$ cat config.mk
export PLATFORM = sky130hd
export DESIGN_NAME = ext_nand_page_read_seq
export DESIGN_NICKNAME = d
export VERILOG_FILES = /design/src/rtl/ext_nand_page_read_seq.sv
export SDC_FILE = /design/constraint.sdc
export NUM_CORES = 1
export LEC_CHECK = 0
export BUFFER_PORTS_ARGS = -buffer_cell sky130_fd_sc_hd__buf_2
export CORE_MARGIN = 10
export CORE_UTILIZATION = 40
export DETAILED_ROUTE_END_ITERATION = 7
export PLACE_DENSITY = 0.63
export SYNTH_ARGS = -nofsm -noshare
export SYNTH_HDL_FRONTEND = slang
export SYNTH_SLANG_ARGS = --single-unit
$ cat constraint.sdc
create_clock -name CLK -period 2.8 [get_ports CLK]
set_input_delay 0.28 -clock CLK [delete_from_list [all_inputs] [get_ports CLK]]
set_output_delay 0.28 -clock CLK [all_outputs]
set_load 0.005 [all_outputs]
$ cat src/rtl/ext_nand_page_read_seq.sv
// External-NAND page-read sequencer: 00h, 5 address cycles, 30h,
// tWB/R-B wait, then hands off to the data reader until it completes.
// Ports: CLK/RST_N; START/PAGE_ADDR request; BUSY/DONE/TIMEOUT status;
// CE_N/CLE/ALE/WE_N/IO_OUT/IO_OE NAND bus; RB ready/busy;
// RD_ENA/RD_COMPLT data-reader handshake.
module ext_nand_page_read_seq #(
    parameter int ROW_W   = 24,
    parameter int TWB_CYC = 4,
    parameter int TO_CYC  = 65535
) (
    input  logic             CLK,
    input  logic             RST_N,
    input  logic             START,
    input  logic [ROW_W-1:0] PAGE_ADDR,
    output logic             BUSY,
    output logic             DONE,
    output logic             TIMEOUT,
    output logic             CE_N,
    output logic             CLE,
    output logic             ALE,
    output logic             WE_N,
    output logic [7:0]       IO_OUT,
    output logic             IO_OE,
    input  logic             RB,
    output logic             RD_ENA,
    input  logic             RD_COMPLT
);

    typedef enum logic [2:0] {
        IDLE, CMD1, ADDR, CMD2,
        WAIT_WB, WAIT_RDY, READ, FINISH
    } state_t;

    localparam logic [15:0] TWB_LAST = 16'(TWB_CYC - 1);
    localparam logic [15:0] TO_LAST  = 16'(TO_CYC - 1);

    state_t      state_q, state_d;
    logic        phase_q, phase_d;
    logic [2:0]  byte_q, byte_d;
    logic [15:0] cnt_q, cnt_d;
    logic [23:0] addr_q, addr_d;
    logic        err_q, err_d;
    logic        rb_s1_q, rb_s2_q;
    logic [23:0] row_ext;
    logic [7:0]  addr_byte;

    always_ff @(posedge CLK or negedge RST_N) begin
        if (!RST_N) begin
            state_q <= IDLE;
            phase_q <= 1'b0;
            byte_q  <= 3'd0;
            cnt_q   <= 16'd0;
            addr_q  <= 24'd0;
            err_q   <= 1'b0;
            rb_s1_q <= 1'b0;
            rb_s2_q <= 1'b0;
        end else begin
            state_q <= state_d;
            phase_q <= phase_d;
            byte_q  <= byte_d;
            cnt_q   <= cnt_d;
            addr_q  <= addr_d;
            err_q   <= err_d;
            rb_s1_q <= RB;
            rb_s2_q <= rb_s1_q;
        end
    end

    // Row address zero-extended to the 3 row bytes the device expects.
    always_comb begin
        row_ext = '0;
        row_ext[ROW_W-1:0] = PAGE_ADDR;
    end

    // Column bytes are fixed 0; row bytes go LSB first.
    always_comb begin
        unique case (byte_q)
            3'd2:    addr_byte = addr_q[7:0];
            3'd3:    addr_byte = addr_q[15:8];
            3'd4:    addr_byte = addr_q[23:16];
            default: addr_byte = 8'h00;
        endcase
    end

    assign BUSY = (state_q != IDLE);

    always_comb begin
        state_d = state_q;
        phase_d = phase_q;
        byte_d  = byte_q;
        cnt_d   = cnt_q;
        addr_d  = addr_q;
        err_d   = err_q;
        CE_N    = 1'b1;
        CLE     = 1'b0;
        ALE     = 1'b0;
        WE_N    = 1'b1;
        IO_OUT  = 8'h00;
        IO_OE   = 1'b0;
        RD_ENA  = 1'b0;
        DONE    = 1'b0;
        TIMEOUT = 1'b0;
        unique case (state_q)
            IDLE: begin
                if (START) begin
                    addr_d  = row_ext;
                    phase_d = 1'b0;
                    state_d = CMD1;
                end
            end
            CMD1: begin
                CE_N    = 1'b0;
                CLE     = 1'b1;
                IO_OE   = 1'b1;
                IO_OUT  = 8'h00;
                WE_N    = phase_q;
                phase_d = ~phase_q;
                if (phase_q) begin
                    byte_d  = 3'd0;
                    state_d = ADDR;
                end
            end
            ADDR: begin
                CE_N    = 1'b0;
                ALE     = 1'b1;
                IO_OE   = 1'b1;
                IO_OUT  = addr_byte;
                WE_N    = phase_q;
                phase_d = ~phase_q;
                if (phase_q) begin
                    if (byte_q == 3'd4) begin
                        byte_d  = 3'd0;
                        state_d = CMD2;
                    end else begin
                        byte_d = byte_q + 3'd1;
                    end
                end
            end
            CMD2: begin
                CE_N    = 1'b0;
                CLE     = 1'b1;
                IO_OE   = 1'b1;
                IO_OUT  = 8'h30;
                WE_N    = phase_q;
                phase_d = ~phase_q;
                if (phase_q) begin
                    cnt_d   = 16'd0;
                    state_d = WAIT_WB;
                end
            end
            WAIT_WB: begin
                CE_N = 1'b0;
                if (cnt_q == TWB_LAST) begin
                    cnt_d   = 16'd0;
                    state_d = WAIT_RDY;
                end else begin
                    cnt_d = cnt_q + 16'd1;
                end
            end
            WAIT_RDY: begin
                CE_N = 1'b0;
                // Ready is checked first so it wins on the last poll.
                if (rb_s2_q) begin
                    cnt_d   = 16'd0;
                    state_d = READ;
                end else if (cnt_q == TO_LAST) begin
                    cnt_d   = 16'd0;
                    err_d   = 1'b1;
                    state_d = FINISH;
                end else begin
                    cnt_d = cnt_q + 16'd1;
                end
            end
            READ: begin
                CE_N   = 1'b0;
                RD_ENA = 1'b1;
                // cnt_q==0 marks the first READ cycle, where the
                // reader's completion flag is still stale.
                cnt_d  = 16'd1;
                if (cnt_q != 16'd0 && RD_COMPLT) begin
                    cnt_d   = 16'd0;
                    state_d = FINISH;
                end
            end
            FINISH: begin
                DONE    = 1'b1;
                TIMEOUT = err_q;
                err_d   = 1'b0;
                state_d = IDLE;
            end
            default: state_d = IDLE;
        endcase
    end

endmodule

## After elaboration in Yosys (flattened, before gate mapping)

Cells that the tools add are included.

- Bitwise gates (word level): 1
- Reduce and logical (&&, ||, !) cells: 17
- Eq/ne operators: 22
- Multiplexer cells: 35
- Add/sub/neg operators: 2

Operator list:

| kind | number |
|---|---|
| $mux 16 | 4 |
| $pmux 16 s4 | 1 |
| $mux 3 | 12 |
| $pmux 3 s8 | 1 |
| $pmux 8 s3 | 1 |
| $ne 2x2->1 const B | 9 |
| $add 16x1->16 const B | 1 |
| $eq 16x16->1 const B | 1 |
| $eq 16x2->1 const B | 1 |
| $pmux 8 s2 | 1 |
| $reduce_bool 16->1 | 1 |
| $eq 3x3->1 const B | 5 |
| $eq 3x2->1 const B | 4 |
| $mux 1 | 12 |
| $reduce_and 8->1 | 1 |
| $pmux 3 s2 | 1 |
| $reduce_and 2->1 | 3 |
| $reduce_and 3->1 | 2 |
| $reduce_bool 2->1 | 3 |
| $reduce_or 6->1 | 1 |
| $pmux 1 s2 | 2 |
| $reduce_bool 4->1 | 1 |
| $add 3x1->3 const B | 1 |
| $eq 3x1->1 const B | 1 |
| other kinds (7) | 7 |

- Input bits: 29
- Word-level logic and storage cells: 85
- Register bits: 50
- Output and inout bits: 17

## Logic depth before layout (Yosys ltp)

- Depth after elaboration: 4
- Mapped depth: 9
- Mapped depth without buffers: 7

## Worst setup path after synthesis

OpenSTA, ideal clock, no wires.

- Path type: reg-to-reg
- Start point: reg cnt_q[0]
- End point: reg state_q[1]
- Buffers on the path: 0
- Data required time: 2675 ps
- Clock period less this slack: 1859 ps
- Library setup time: 125 ps
- Stages on the path, launching flop included: 8
- Path slack: 941 ps
- Arrival: 1734 ps
- Cells stage by stage: dfrtp_1 inv_1 ha_1 nand3_1 nor4b_4 o2bb2ai_2 nor3_2 mux2_2

- Longest elaborated chain between the ends: 4
- Elaborated cells on any way between the ends: 8
- Those cells by class: 5 x eq/ne; 3 x reduce/logical

Ends and longest elaborated chain:

| what | RTL line | text |
|---|---|---|
| start: declaration | 40 | `logic [15:0] cnt_q, cnt_d;` |
| start signal: assignment | 61 | `cnt_q <= cnt_d;` |
| $reduce_bool 16->1 | 180 | `if (cnt_q != 16'd0 && RD_COMPLT) begin` |
| $logic_and 1x1->1 | 180 |  |
| $ne 2x2->1 (no line) | - |  |
| $reduce_and 8->1 (no line) * | - |  |
| end signal: assignment | 58 | `state_q <= state_d;` |
| end: declaration | 37 | `state_t state_q, state_d;` |

Every way passes the cells marked *; elsewhere a longest branch is shown, timed or not.
A chain may end at the register's enable or synchronous reset.

## Worst setup path after layout

- Start point: reg state_q[0]
- End point: out IO_OUT[4]

- Longest elaborated chain between the ends: 2
- Elaborated cells on any way between the ends: 3
- Those cells by class: 2 x eq/ne; 1 x mux

Ends and longest elaborated chain:

| what | RTL line | text |
|---|---|---|
| $eq 3x2->1 | 103 | `unique case (state_q)` |
| $pmux 8 s2 * | 103 |  |
| end: declaration | 22 | `output logic [7:0] IO_OUT,` |

Marked as above.

==> results.md <==
- Crit-path cells: inv_1, ha_1, nor2b_1, nand2_1, o21ai_0, buf_2
- Period utilisation layout: 85.16%
- Fill cells: 589
- Worst EP required: 2520 ps
- Net Sw Frac: 34.93%
- Synthesized-area fraction occupied by adder cells: 5.133%
- Synth area leader: dfrtp_1
- Root Buffer: clkbuf_8
- Post-Synth XOR/XNOR Area: 0.3266%
- Post-synth EDFFs: 0
- Most area-consuming cells after synthesis: dfrtp_1, mux2_2, ha_1
- Final Setup Violations: 0
- Synth-to-layout area growth: 16.10%
- CP delay by family, top: simple AND/OR/NAND/NOR gates
- Crit path arrival time: 2100 ps
- Crit path capture type: output port
- Seq/Total Area, Yosys: 46.66%
- Yosys top cell area share: 46.66%
- Status: finished, final reports clean
- Fmax: 419.4 MHz
- DRC Markers: 0
- Clk_skew: 5.386 ps
- CP max stage delay: 410 ps
- Initial antenna violation count: 0
- Register area: 1251 sq um
- Longest Clk Path Bufs: 2
- Synth Area in Compound Gates: 14.93%
- Synth warn: 0
- Mapped Area: 2681 sq um
- Remaining Overflow, GRT: 0
- Flop-to-flop setup slack: 550 ps
- Mux share of post-synthesis cell area: 10.87%
- Logic pwr share: 39.8%
- Hold Crit Depth: 1
- Hold worst-path end: rb_s1_q
- Post-layout minimum cycle time: 2385 ps
- Pleak: 1.421 nW
- R2R depth: 8
- Relative slew slack: 62.41%
- Antenna Nets Post-Route: 0
- Routability Congestion: 0.7894
- WS Path Type: register to output port
- Clock sinks: 50
- Vias in the first global route: 2090
- CTS hold repair buffers: 1
- I/O pin count: 46
- Max-cap violations: 0
- WL/cell: 15.65 um
- Type of the worst min-delay path: input pin to register
- Number of hold violations in the final report: 0
- WP buf/inv: 2
- Reg2Reg Launch Point: state_q[1]
- Nets: 345
- Largest net degree at the start of global routing: 26
- Asr flop ratio synth: 100.0%
- Routed WL: 5.993 mm
- Initial core utilization: 41.75%
- CP Max Fanout: 8
- Largest family of logic cells by synthesized area: simple AND/OR/NAND/NOR gates
- Syn nets: 296
- Placed cells: 374
- FP Rows: 29
- Post-DR vias/cell: 5.512
- Final cell count without fillers: 383
- I/O Buffers: 45
- Via Count: 2111
- Multi-input logic area: 1313 sq um
- Starting DRC count in detailed routing: 125
- Pins Over Slew Limit: 0
- RSZ-0062 raised after global routing: no
- Share of layout cells above drive strength 1: 30.07%
- Post-DP HPWL: 4.482 mm
- Worst Min Path Start: RB
- 1st-pass router iterations: 4
- First-pass GRT wire length: 10.02 mm
- H-tree levels: 2
- Post_cts resized: 0
- Synth Area in Simple Gates: 17.69%
- Core area: 6422 sq um
- Total Die Area: 10380 sq um
- #FFs+latches synth: 50
- VDD IR max: 0.0003677 V
- P_int: 1.766 mW
- Worst path slowest cell: dfrtp_1
- Die Height: 101.9 um
- Sequential Power Share: 41.4%
- Post CTS Setup Buffer Count: 0
- Gr usage total: 11.79%
- Avg Inst Size Synth: 10.47 sq um
- Top FF cell, synth: dfrtp_1
- Post-synthesis cell type count: 46
- TritonCTS buffer count: 5
- PwrDens: 871.8 nW/um^2
- Clk pwr share: 18.8%
- Worst slew pin tran: 563.9 ps
- Setup TNS Final: 0 ps
- Antenna diodes: 0
- Cell count along the critical path: 6
- Type of origin of the critical path: register
- NetSw: 947.8 uW
- Clk_lat worst skew: 300 ps
- Synthesized instance count: 256
- Fin area: 3113 sq um
- Placed Area: 2990 sq um
- Worst-path clk slew: 90 ps
- FF-to-FF End: cnt_q[9]
- Die Width: 101.9 um
- CTS tree: yes
## metrics by stage
| step | utilization, % | hold slack (ps) | total power, mW | setup slack [ps] |
|---|---|---|---|---|
| after floorplan | - | -15.59 | 1.878 | 941.4 |
| after global placement | 46.56 | 313.1 | 2.200 | 691.6 |
| after detailed placement | 46.56 | 316.1 | 2.227 | 591.7 |
| after CTS | 48.47 | 76.15 | 2.743 | 354.5 |
| after global routing | 48.47 | 75.48 | 2.950 | 227.6 |
| final | 48.47 | 82.93 | 2.714 | 415.5 |
## worst register-to-register path, stage by stage (launching register included)
cell and delay [ps]:
dfrtp_1 420, inv_1 90, ha_1 250, nor2b_1 260, nand2_1 100, o2bb2ai_2 420, buf_4 260, or2b_1 230
a31oi_1 160
## registers in the layout, summed over array words and instances (netlist names)
signal and count:
addr_q 24, byte_q 3, cnt_q 16, err_q 1, phase_q 1, rb_s1_q 1, rb_s2_q 1, state_q 3
## power by group through the flow
| stage | Sequential, mW | Clock (mW) | Combinational [mW] |
|---|---|---|---|
| after floorplan | 1.08 | 0 | 0.802 |
| after global placement | 1.13 | 0 | 1.07 |
| after detailed placement | 1.14 | 0 | 1.09 |
| after CTS | 1.12 | 0.527 | 1.09 |
| after global routing | 1.16 | 0.553 | 1.24 |
| final | 1.12 | 0.510 | 1.08 |
## cell families (layout without fill, tap and decap cells)
group           count (synthesis)  count (layout)
compound gates                 58              58
xor+xnor                        1               1
fa+ha+maj                      11              11
buf+inv                        24              74
flops                          50              50
mux                            26              26
simple gates                   86              86
## per-layer routing
metal / share of wire (%) / vias up / track usage (%)
li1: - / 1041 / -
met1: 45 / 1017 / 15.39
met2: 49 / 51 / 19.14
met3: 5.8 / 2 / 2.564
met4: 0.78 / 0 / 3.579
met5: 0 / - / 0
## final cells by class
| cell class | count | share of cell area (%) |
|---|---|---|
| repair buffers | 54 | 9.486 |
| inverters | 12 | 1.447 |
| clock inverters | 3 | 1.407 |
| well taps | 77 | 3.095 |
| flip-flops and latches | 50 | 40.19 |
| clock buffers | 5 | 2.211 |
| multi-input cells | 182 | 42.16 |
## cell usage after synthesis, types with 2 or more instances
master     n
a21boi_0   2
a21oi_1    9
a221o_1    2
a222oi_1   8
a31oi_1   10
and2_1     4
and3_1     3
buf_1      2
buf_2      4
buf_6      3
clkbuf_1   3
dfrtp_1   50
ha_1      11
inv_1     12
mux2_2    25
nand2_1   16
nand2b_1   3
nand3_1    9
nand4_1    5
nor2_1    20
nor2b_1    6
nor3_1     6
nor4_1     2
nor4b_1    2
o21ai_0   16
or2b_1     2
or3_1      2
## how the worst max path moves through the flow
stage	start	endpoint	slack, ps
after global routing	state_q[0]	IO_OUT[5]	230
after detailed placement	state_q[1]	cnt_q[9]	590
after CTS	state_q[0]	IO_OUT[5]	350
final	state_q[0]	IO_OUT[4]	420
after global placement	cnt_q[0]	state_q[1]	690
after floorplan	cnt_q[0]	state_q[1]	940
## layout by cell type, fill, tap and decap left out, drive strengths merged, types with 10 or more instances in the layout
| cell type | count |
|---|---|
| ha | 11 |
| nand2 | 16 |
| nor2 | 20 |
| inv | 13 |
| buf | 53 |
| mux2 | 25 |
| a31oi | 10 |
| o21ai | 17 |
| dfrtp | 50 |
Note: power is estimated with default switching activity, not from simulation.
